--- config.mk ---
export PLATFORM = sky130hd
export DESIGN_NAME = pipelined_execute_unit
export DESIGN_NICKNAME = d
export VERILOG_FILES = /design/src/rtl/pipelined_execute_unit.sv
export SDC_FILE = /design/constraint.sdc
export NUM_CORES = 2
export LEC_CHECK = 0
export CAP_MARGIN = 15
export CORE_UTILIZATION = 47
export CTS_BUF_LIST = sky130_fd_sc_hd__clkbuf_8 sky130_fd_sc_hd__clkbuf_16
export DETAILED_ROUTE_END_ITERATION = 8
export RECOVER_POWER = 50
export SLEW_MARGIN = 20
export SYNTH_ARGS = -nofsm -noshare
export SYNTH_HDL_FRONTEND = slang
export SYNTH_SLANG_ARGS = --single-unit
--- constraint.sdc ---
create_clock -name clk_in -period 19.5 [get_ports clk_in]
set_clock_uncertainty 0.05 [all_clocks]
set_input_delay 2.925 -clock clk_in [delete_from_list [all_inputs] [get_ports clk_in]]
set_output_delay 2.925 -clock clk_in [all_outputs]
set_load 0.05 [all_outputs]
--- src/rtl/pipelined_execute_unit.sv ---
// Single-issue execute unit: 1-cycle RV32I ALU/branch ops, a multi-cycle multiplier and a
// restoring divider, one result at a time held on the common data bus until granted.
module pipelined_execute_unit #(
    parameter int WORD_WIDTH  = 32,
    parameter int TAG_WIDTH   = 4,
    parameter int OP_WIDTH    = 6,
    parameter int MUL_LATENCY = 2
) (
    input  logic                  clk_in,
    input  logic                  rst_in,
    input  logic                  rdy_in,
    input  logic                  clear_in,
    input  logic                  rs_calculate_signal_in,
    input  logic [OP_WIDTH-1:0]   rs_op_in,
    input  logic [WORD_WIDTH-1:0] rs_imm_in,
    input  logic [WORD_WIDTH-1:0] rs_pc_in,
    input  logic [WORD_WIDTH-1:0] rs_rs1val_in,
    input  logic [WORD_WIDTH-1:0] rs_rs2val_in,
    input  logic [TAG_WIDTH-1:0]  rs_dest_in,
    output logic                  busy_out,
    output logic                  broadcast_signal_out,
    input  logic                  cdb_grant_in,
    output logic [WORD_WIDTH-1:0] result_out,
    output logic [TAG_WIDTH-1:0]  dest_tag_out,
    output logic [WORD_WIDTH-1:0] rob_new_pc_out
);
    localparam int W       = WORD_WIDTH;
    localparam int SH_W    = $clog2(WORD_WIDTH);
    localparam int CNT_MAX = (WORD_WIDTH > MUL_LATENCY) ? WORD_WIDTH : MUL_LATENCY;
    localparam int CNT_W   = $clog2(CNT_MAX + 1);

    localparam logic [1:0] S_IDLE = 2'd0;
    localparam logic [1:0] S_MUL  = 2'd1;
    localparam logic [1:0] S_DIV  = 2'd2;
    localparam logic [1:0] S_DONE = 2'd3;

    localparam logic [OP_WIDTH-1:0] OP_LUI    = OP_WIDTH'(1);
    localparam logic [OP_WIDTH-1:0] OP_AUIPC  = OP_WIDTH'(2);
    localparam logic [OP_WIDTH-1:0] OP_JAL    = OP_WIDTH'(3);
    localparam logic [OP_WIDTH-1:0] OP_JALR   = OP_WIDTH'(4);
    localparam logic [OP_WIDTH-1:0] OP_BEQ    = OP_WIDTH'(5);
    localparam logic [OP_WIDTH-1:0] OP_BNE    = OP_WIDTH'(6);
    localparam logic [OP_WIDTH-1:0] OP_BLT    = OP_WIDTH'(7);
    localparam logic [OP_WIDTH-1:0] OP_BGE    = OP_WIDTH'(8);
    localparam logic [OP_WIDTH-1:0] OP_BLTU   = OP_WIDTH'(9);
    localparam logic [OP_WIDTH-1:0] OP_BGEU   = OP_WIDTH'(10);
    localparam logic [OP_WIDTH-1:0] OP_ADDI   = OP_WIDTH'(11);
    localparam logic [OP_WIDTH-1:0] OP_SLTI   = OP_WIDTH'(12);
    localparam logic [OP_WIDTH-1:0] OP_SLTIU  = OP_WIDTH'(13);
    localparam logic [OP_WIDTH-1:0] OP_XORI   = OP_WIDTH'(14);
    localparam logic [OP_WIDTH-1:0] OP_ORI    = OP_WIDTH'(15);
    localparam logic [OP_WIDTH-1:0] OP_ANDI   = OP_WIDTH'(16);
    localparam logic [OP_WIDTH-1:0] OP_SLLI   = OP_WIDTH'(17);
    localparam logic [OP_WIDTH-1:0] OP_SRLI   = OP_WIDTH'(18);
    localparam logic [OP_WIDTH-1:0] OP_SRAI   = OP_WIDTH'(19);
    localparam logic [OP_WIDTH-1:0] OP_ADD    = OP_WIDTH'(20);
    localparam logic [OP_WIDTH-1:0] OP_SUB    = OP_WIDTH'(21);
    localparam logic [OP_WIDTH-1:0] OP_SLL    = OP_WIDTH'(22);
    localparam logic [OP_WIDTH-1:0] OP_SLT    = OP_WIDTH'(23);
    localparam logic [OP_WIDTH-1:0] OP_SLTU   = OP_WIDTH'(24);
    localparam logic [OP_WIDTH-1:0] OP_XOR    = OP_WIDTH'(25);
    localparam logic [OP_WIDTH-1:0] OP_SRL    = OP_WIDTH'(26);
    localparam logic [OP_WIDTH-1:0] OP_SRA    = OP_WIDTH'(27);
    localparam logic [OP_WIDTH-1:0] OP_OR     = OP_WIDTH'(28);
    localparam logic [OP_WIDTH-1:0] OP_AND    = OP_WIDTH'(29);
    localparam logic [OP_WIDTH-1:0] OP_MUL    = OP_WIDTH'(30);
    localparam logic [OP_WIDTH-1:0] OP_MULH   = OP_WIDTH'(31);
    localparam logic [OP_WIDTH-1:0] OP_MULHSU = OP_WIDTH'(32);
    localparam logic [OP_WIDTH-1:0] OP_MULHU  = OP_WIDTH'(33);
    localparam logic [OP_WIDTH-1:0] OP_DIV    = OP_WIDTH'(34);
    localparam logic [OP_WIDTH-1:0] OP_DIVU   = OP_WIDTH'(35);
    localparam logic [OP_WIDTH-1:0] OP_REM    = OP_WIDTH'(36);
    localparam logic [OP_WIDTH-1:0] OP_REMU   = OP_WIDTH'(37);

    logic [1:0]          state_q, state_d;
    logic [CNT_W-1:0]    cnt_q, cnt_d;
    logic [W-1:0]        result_q, result_d;
    logic [TAG_WIDTH-1:0] dest_q, dest_d;
    logic [W-1:0]        npc_q, npc_d;
    logic [OP_WIDTH-1:0] op_q, op_d;
    logic [W-1:0]        a_q, a_d;      // multiplicand, or dividend/quotient shift register
    logic [W-1:0]        b_q, b_d;      // multiplier, or divisor magnitude
    logic [W-1:0]        rem_q, rem_d;
    logic                negq_q, negq_d;
    logic                negr_q, negr_d;

    // single-cycle ALU / branch / jump path, evaluated on the issue operands
    logic [W-1:0]    rs1, rs2, imm, pc, pc4, pc_imm, jalr_t, alu_res, alu_npc;
    logic [SH_W-1:0] sh_i, sh_r;
    logic            take;

    always_comb begin
        rs1    = rs_rs1val_in;
        rs2    = rs_rs2val_in;
        imm    = rs_imm_in;
        pc     = rs_pc_in;
        pc4    = pc + W'(4);
        pc_imm = pc + imm;
        jalr_t = rs1 + imm;
        sh_i   = imm[SH_W-1:0];
        sh_r   = rs2[SH_W-1:0];
        take   = 1'b0;
        case (rs_op_in)
            OP_BEQ:  take = (rs1 == rs2);
            OP_BNE:  take = (rs1 != rs2);
            OP_BLT:  take = ($signed(rs1) < $signed(rs2));
            OP_BGE:  take = ($signed(rs1) >= $signed(rs2));
            OP_BLTU: take = (rs1 < rs2);
            OP_BGEU: take = (rs1 >= rs2);
            default: take = 1'b0;
        endcase
        alu_res = '0;
        alu_npc = pc4;
        case (rs_op_in)
            OP_LUI:   alu_res = imm;
            OP_AUIPC: begin alu_res = pc_imm; alu_npc = pc_imm; end
            OP_JAL:   begin alu_res = pc4; alu_npc = pc_imm; end
            OP_JALR:  begin alu_res = pc4; alu_npc = {jalr_t[W-1:1], 1'b0}; end
            OP_BEQ, OP_BNE, OP_BLT, OP_BGE, OP_BLTU, OP_BGEU: begin
                alu_res = W'(take);
                alu_npc = take ? pc_imm : pc4;
            end
            OP_ADDI:  alu_res = rs1 + imm;
            OP_SLTI:  alu_res = W'($signed(rs1) < $signed(imm));
            OP_SLTIU: alu_res = W'(rs1 < imm);
            OP_XORI:  alu_res = rs1 ^ imm;
            OP_ORI:   alu_res = rs1 | imm;
            OP_ANDI:  alu_res = rs1 & imm;
            OP_SLLI:  alu_res = rs1 << sh_i;
            OP_SRLI:  alu_res = rs1 >> sh_i;
            OP_SRAI:  alu_res = $signed(rs1) >>> sh_i;
            OP_ADD:   alu_res = rs1 + rs2;
            OP_SUB:   alu_res = rs1 - rs2;
            OP_SLL:   alu_res = rs1 << sh_r;
            OP_SLT:   alu_res = W'($signed(rs1) < $signed(rs2));
            OP_SLTU:  alu_res = W'(rs1 < rs2);
            OP_XOR:   alu_res = rs1 ^ rs2;
            OP_SRL:   alu_res = rs1 >> sh_r;
            OP_SRA:   alu_res = $signed(rs1) >>> sh_r;
            OP_OR:    alu_res = rs1 | rs2;
            OP_AND:   alu_res = rs1 & rs2;
            OP_MUL, OP_MULH, OP_MULHSU, OP_MULHU,
            OP_DIV, OP_DIVU, OP_REM, OP_REMU: alu_res = '0;
            default:  alu_npc = pc;
        endcase
    end

    // one multiplier shared by the latency-1 issue path and the MUL state
    logic [OP_WIDTH-1:0] mul_op;
    logic [W-1:0]        mul_a, mul_b, mul_res;
    logic                mul_a_sgn, mul_b_sgn;
    logic [2*W-1:0]      prod;

    always_comb begin
        mul_op    = (state_q == S_IDLE) ? rs_op_in : op_q;
        mul_a     = (state_q == S_IDLE) ? rs1 : a_q;
        mul_b     = (state_q == S_IDLE) ? rs2 : b_q;
        mul_a_sgn = ((mul_op == OP_MULH) || (mul_op == OP_MULHSU)) && mul_a[W-1];
        mul_b_sgn = (mul_op == OP_MULH) && mul_b[W-1];
        prod      = {{W{mul_a_sgn}}, mul_a} * {{W{mul_b_sgn}}, mul_b};
        mul_res   = (mul_op == OP_MUL) ? prod[W-1:0] : prod[2*W-1:W];
    end

    // one restoring-division step on the unsigned magnitudes
    logic [W:0]   rem_sh, diff;
    logic         ge;
    logic [W-1:0] nxt_quo, nxt_rem, fin_q, fin_r;

    always_comb begin
        rem_sh  = {rem_q, a_q[W-1]};
        diff    = rem_sh - {1'b0, b_q};
        ge      = ~diff[W];
        nxt_quo = {a_q[W-2:0], ge};
        nxt_rem = ge ? diff[W-1:0] : rem_sh[W-1:0];
        fin_q   = negq_q ? -nxt_quo : nxt_quo;
        fin_r   = negr_q ? -nxt_rem : nxt_rem;
    end

    logic is_mul, is_div, div_sgn, div_rem;

    always_comb begin
        is_mul  = (rs_op_in == OP_MUL) || (rs_op_in == OP_MULH) ||
                  (rs_op_in == OP_MULHSU) || (rs_op_in == OP_MULHU);
        is_div  = (rs_op_in == OP_DIV) || (rs_op_in == OP_DIVU) ||
                  (rs_op_in == OP_REM) || (rs_op_in == OP_REMU);
        div_sgn = (rs_op_in == OP_DIV) || (rs_op_in == OP_REM);
        div_rem = (rs_op_in == OP_REM) || (rs_op_in == OP_REMU);

        state_d  = state_q;
        cnt_d    = cnt_q;
        result_d = result_q;
        dest_d   = dest_q;
        npc_d    = npc_q;
        op_d     = op_q;
        a_d      = a_q;
        b_d      = b_q;
        rem_d    = rem_q;
        negq_d   = negq_q;
        negr_d   = negr_q;

        if (rdy_in) begin
            if (clear_in) begin
                state_d = S_IDLE;
                cnt_d   = '0;
            end else begin
                case (state_q)
                    S_IDLE: if (rs_calculate_signal_in) begin
                        dest_d = rs_dest_in;
                        op_d   = rs_op_in;
                        npc_d  = alu_npc;
                        cnt_d  = '0;
                        a_d    = rs1;
                        b_d    = rs2;
                        if (is_mul) begin
                            if (MUL_LATENCY == 1) begin
                                result_d = mul_res;
                                state_d  = S_DONE;
                            end else begin
                                state_d = S_MUL;
                            end
                        end else if (is_div) begin
                            if (rs2 == '0) begin
                                result_d = div_rem ? rs1 : '1;
                                state_d  = S_DONE;
                            end else if (div_sgn && rs1 == {1'b1, {(W-1){1'b0}}} && rs2 == '1) begin
                                result_d = div_rem ? '0 : rs1;
                                state_d  = S_DONE;
                            end else begin
                                a_d     = (div_sgn && rs1[W-1]) ? -rs1 : rs1;
                                b_d     = (div_sgn && rs2[W-1]) ? -rs2 : rs2;
                                rem_d   = '0;
                                negq_d  = div_sgn && (rs1[W-1] ^ rs2[W-1]);
                                negr_d  = div_sgn && rs1[W-1];
                                state_d = S_DIV;
                            end
                        end else begin
                            result_d = alu_res;
                            state_d  = S_DONE;
                        end
                    end
                    S_MUL: begin
                        if (cnt_q == CNT_W'(MUL_LATENCY - 2)) begin
                            result_d = mul_res;
                            state_d  = S_DONE;
                        end else begin
                            cnt_d = cnt_q + 1'b1;
                        end
                    end
                    S_DIV: begin
                        a_d   = nxt_quo;
                        rem_d = nxt_rem;
                        if (cnt_q == CNT_W'(W - 1)) begin
                            result_d = ((op_q == OP_REM) || (op_q == OP_REMU)) ? fin_r : fin_q;
                            state_d  = S_DONE;
                        end else begin
                            cnt_d = cnt_q + 1'b1;
                        end
                    end
                    default: if (cdb_grant_in) state_d = S_IDLE;
                endcase
            end
        end
    end

    always_ff @(posedge clk_in or posedge rst_in) begin
        if (rst_in) begin
            state_q  <= S_IDLE;
            cnt_q    <= '0;
            result_q <= '0;
            dest_q   <= '0;
            npc_q    <= '0;
            op_q     <= '0;
            a_q      <= '0;
            b_q      <= '0;
            rem_q    <= '0;
            negq_q   <= 1'b0;
            negr_q   <= 1'b0;
        end else begin
            state_q  <= state_d;
            cnt_q    <= cnt_d;
            result_q <= result_d;
            dest_q   <= dest_d;
            npc_q    <= npc_d;
            op_q     <= op_d;
            a_q      <= a_d;
            b_q      <= b_d;
            rem_q    <= rem_d;
            negq_q   <= negq_d;
            negr_q   <= negr_d;
        end
    end

    assign busy_out             = (state_q != S_IDLE);
    assign broadcast_signal_out = (state_q == S_DONE);
    assign result_out           = result_q;
    assign dest_tag_out         = dest_q;
    assign rob_new_pc_out       = npc_q;

endmodule
==> flow_results.org <==
** Synth
- In the synthesized netlist the dominant register cell turns out to be sky130_fd_sc_hd__dfrtp_1.
- Yosys printed 0 warnings.
- Async SR Flop Fraction :: 100%
- Synth Area in Compound Gates :: 16.3%
- Multiplexer share of the synthesized area :: 5.29%
- The synthesized design contains 0 enable-type register cells.
- Parity-gate share of the synthesized area counting xor and xnor cells :: 3.92%
- Yosys mapped the design onto 106 distinct sky130hd cell types.
- Of the total synthesized cell area, the portion taken by AND, OR, NAND and NOR gates is 17.4%.
- Main combinational cell family by area after synthesis :: adder cells
- Cell area after synthesis :: 69,200 sq um
- Summing the areas of all fa, ha and maj instances in the mapped netlist gives 40.1% of the synthesized area.
- Avg Inst Size Synth :: 7.88 sq um
- Synthesis handed over a netlist of 8,790 instances.
- Counting flops and latches in the post-synthesis netlist gives 180.
- Mapped Nets :: 10,500
- Sequential elements use 6.51% of the synthesized area.

** Critical path
- Origin of the critical flop-to-flop path :: state_q[0]
- Of all nets on the critical path, the largest fanout is 27.
- CP Buf/Inv Count :: 6
- The endpoint identified for the worst register-to-register timing path is result_out[29].
- Kind of start point of the critical path :: input port
- In this design, the critical path's most frequently occurring cell is sky130_fd_sc_hd__fa_1.
- Crit path DAT :: 14.95 ns
- The worst register-to-register path has a setup slack of 6.75 ns.
- STA puts the critical path data required time at 19.87 ns.
- On the worst path, the slowest cell contributes a delay of 1.06 ns.
- The critical path is of the in -> reg type.
- CP endpoint kind :: register
- The slowest stage of the critical path is the sky130_fd_sc_hd__dlygate4sd3_1 cell.
- The worst register-to-register path has a depth of 32.
- Broken down by cell family, the worst path's largest delay share belongs to adder cells.

** Cells and area
- Area growth from synthesis to final layout :: 7.94%
- Summing all flip-flop and latch instances after layout gives 4500 sq um.
- Core utilization of the finished layout :: 51.2%
- Footprint of the multi-input gates :: 58,100 sq um
- The finished cells cover 74,700 sq um.
- Ratio of cells with drive above 1 in the final layout :: 5.78%
- After the last flow step, the layout net total stands at 10,400.
- The filler cells instantiated in the layout total 14,300.

** Placement
- The count of buffers added on input and output ports is 213.
- Detail Placement HPWL :: 268 mm
- Once placement finished, the instance area stood at 74,100 sq um.
- GP Congestion :: 1.12

** Clock tree
- Cts repair resizes :: 0
- Skew-Pair Late Insertion Delay :: 0.53 ns
- Library cell used as clock root buffer :: sky130_fd_sc_hd__clkbuf_16
- Counting every sink on the clock net gives 180.
- TritonCTS created 17 clock buffers.
- Clock-pin slew of the registers on the worst-case setup and hold paths :: 0.10 ns
- H-tree Lvls :: 4
- Setup bufs post-CTS :: 0
- Hold repair after CTS inserted 0 buffers.
- TritonCTS built the clock tree.
- The longest clock path from root to sink contains 2 buffers.

** STA
- In this run the tightest slew margin relative to its limit is -162%.
- Count of pins over their slew limit :: 361
- Final worst-path cycle share :: 74.7%
- For the pin with the worst max-slew slack, the measured transition is 3.93 ns.
- Setup repair after global routing left no endpoint under its margin.
- Setup violations remaining at the end of the flow were counted as 0.
- Total negative setup slack :: 0 ns
- Derived from the worst setup path, the maximum achievable clock frequency is 68.6 MHz.
- Hold Vio Cnt, Final :: 0
- The smallest clock period supported by the final layout is computed as 14.58 ns.
- On the final layout, the worst hold slack is 0.424 ns.

** Hold path
- The worst hold path belongs to the class reg -> reg.
- The path with the worst hold slack has its endpoint at rob_new_pc_out[19].
- The worst hold path was traced through 2 stages.
- HP Start :: rob_new_pc_out[19]

** GRT
- Global routing consumed, over all layers together, 45.0% of the routing resources.
- Initial antenna violation count :: 34
- The first global-routing pass estimated 478 mm of wire.
- Overflow left after global routing :: 0
- Vias in the first global route :: 65,300
- Entering global routing, the biggest net connects 84 pins.

** Floorplanning
- Die Area :: 149,000 sq um
- From left edge to right edge, the die measures 386 um.
- Initial core utilization :: 47.4%
- Top Ports :: 214
- The floorplan step set the die height to 386 um.
- CORE AREA :: 146,000 sq um
- Floorplan row count :: 140

** Drt
- The final layout contains routed wiring with a total length of 337 mm.
- DR WL/cell :: 31.6 um
- The first routing iteration left 9,370 violations.
- Detailed routing inserted a total of 68,700 vias.
- Via density :: 6.43
- Drt drc :: 0
- Antenna Nets Post-Route :: 0
- Number of iterations in the first detailed-routing pass :: 9

** Status
- The checks that failed: max-capacitance violations, max-slew violations.
- The flow ran to the end, but the final reports show violations.

** Run
- Max-cap violations :: 6
[registers in the layout (all words and copies together) (netlist names)]
name and count:
state_q 2, op_q 6, result_out 32, b_q 32
negr_q 1, rem_q 32, a_q 32, dest_tag_out 4
cnt_q 6, negq_q 1, rob_new_pc_out 32
[Yosys cell counts, types with 96 or more instances]
cell type,n,area share [%]
sky130_fd_sc_hd__nand2_1,1411,7.7
sky130_fd_sc_hd__inv_1,1363,7.4
sky130_fd_sc_hd__fa_1,1130,33
sky130_fd_sc_hd__nor2_1,705,3.8
sky130_fd_sc_hd__clkbuf_1,455,2.5
sky130_fd_sc_hd__o21ai_0,449,3.2
sky130_fd_sc_hd__a21oi_1,443,3.2
sky130_fd_sc_hd__ha_1,413,7.5
sky130_fd_sc_hd__mux2i_1,238,3.4
sky130_fd_sc_hd__xnor2_1,213,2.7
sky130_fd_sc_hd__dfrtp_1,180,6.5
sky130_fd_sc_hd__nor3_1,131,0.95
sky130_fd_sc_hd__xor2_1,97,1.2
sky130_fd_sc_hd__a21o_1,96,1.0
[logic make-up (layout without fill, tap and decap cells)]
logic type,after synthesis,count (layout)
and+or+nand+nor,2788,2788
AOI/OAI and AO/OA,1749,1749
muxes,319,319
xor gates and xnor gates,310,310
other,0,15
adders and majority gates,1543,1543
DFF,180,180
buffers and inverters,1901,1855
[tightest hold or removal path: cells and delay by family, from the launching register on]
| family | cells | cell delay [ns] |
|---|---|---|
| simple gates | 2 | 0.11 |
| flops | 1 | 0.34 |
[metrics by stage]
| stage | instances | setup slack [ns] |
|---|---|---|
| floorplan | 8790 | 7.44 |
| global placement | 10600 | 4.73 |
| detailed placement | 10600 | 4.53 |
| CTS | 10700 | 5.07 |
| global route | 10700 | 4.31 |
| finish | 10700 | 4.92 |
[final cells by class]
class                           instances  share of cell area (%)
Sequential cell                       180                    6.03
Antenna cell                           15                  0.0502
Inverter                             1368                    6.88
Multi-Input combinational cell       6709                    77.8
Tap cell                             1917                    3.21
Timing Repair Buffer                  456                    5.27
Clock buffer                           19                   0.606
Clock inverter                         12                   0.169
[worst max path at each step]
stage | startpoint | end | cells past startpoint | slack (ns)
final | rs_op_in[2] | result_out[29] | 32 | 4.92
after global routing | rs_op_in[2] | result_out[29] | 31 | 4.31
after CTS | rs_op_in[2] | result_out[28] | 32 | 5.07
after detailed placement | rs_op_in[2] | result_out[28] | 32 | 4.53
after global placement | rs_op_in[2] | result_out[28] | 32 | 4.73
after floorplan | rs_op_in[4] | result_out[28] | 34 | 7.44
[cells in the final DEF (no fill, tap or decap), types with 51 or more instances in the layout]
| cell type | Yosys | routed |
|---|---|---|
| sky130_fd_sc_hd__a211oi_1 | 78 | 76 |
| sky130_fd_sc_hd__a21o_1 | 96 | 96 |
| sky130_fd_sc_hd__a21oi_1 | 443 | 442 |
| sky130_fd_sc_hd__a221oi_1 | 58 | 58 |
| sky130_fd_sc_hd__a31oi_1 | 55 | 54 |
| sky130_fd_sc_hd__and2_1 | 64 | 64 |
| sky130_fd_sc_hd__buf_4 | 2 | 238 |
| sky130_fd_sc_hd__clkdlybuf4s50_1 | 0 | 141 |
| sky130_fd_sc_hd__dfrtp_1 | 180 | 180 |
| sky130_fd_sc_hd__dlygate4sd3_1 | 0 | 72 |
| sky130_fd_sc_hd__fa_1 | 1130 | 1130 |
| sky130_fd_sc_hd__ha_1 | 413 | 411 |
| sky130_fd_sc_hd__inv_1 | 1363 | 1362 |
| sky130_fd_sc_hd__mux2i_1 | 238 | 202 |
| sky130_fd_sc_hd__nand2_1 | 1411 | 1410 |
| sky130_fd_sc_hd__nand2b_1 | 60 | 60 |
| sky130_fd_sc_hd__nand3_1 | 95 | 95 |
| sky130_fd_sc_hd__nand4_1 | 59 | 59 |
| sky130_fd_sc_hd__nor2_1 | 705 | 699 |
| sky130_fd_sc_hd__nor3_1 | 131 | 127 |
| sky130_fd_sc_hd__o211ai_1 | 51 | 51 |
| sky130_fd_sc_hd__o21ai_0 | 449 | 441 |
| sky130_fd_sc_hd__xnor2_1 | 213 | 213 |
| sky130_fd_sc_hd__xor2_1 | 97 | 97 |
[per-layer routing]
layer  share of wire [%]  track usage (%)
met2                  40             63.5
met5               0.041                0
met3                  14             14.4
met4                 6.2             22.4
met1                  40             61.7
Power is left out: the tool's default activity adds up to more than one toggle a clock period on the data nets, which glitch-free logic cannot reach.
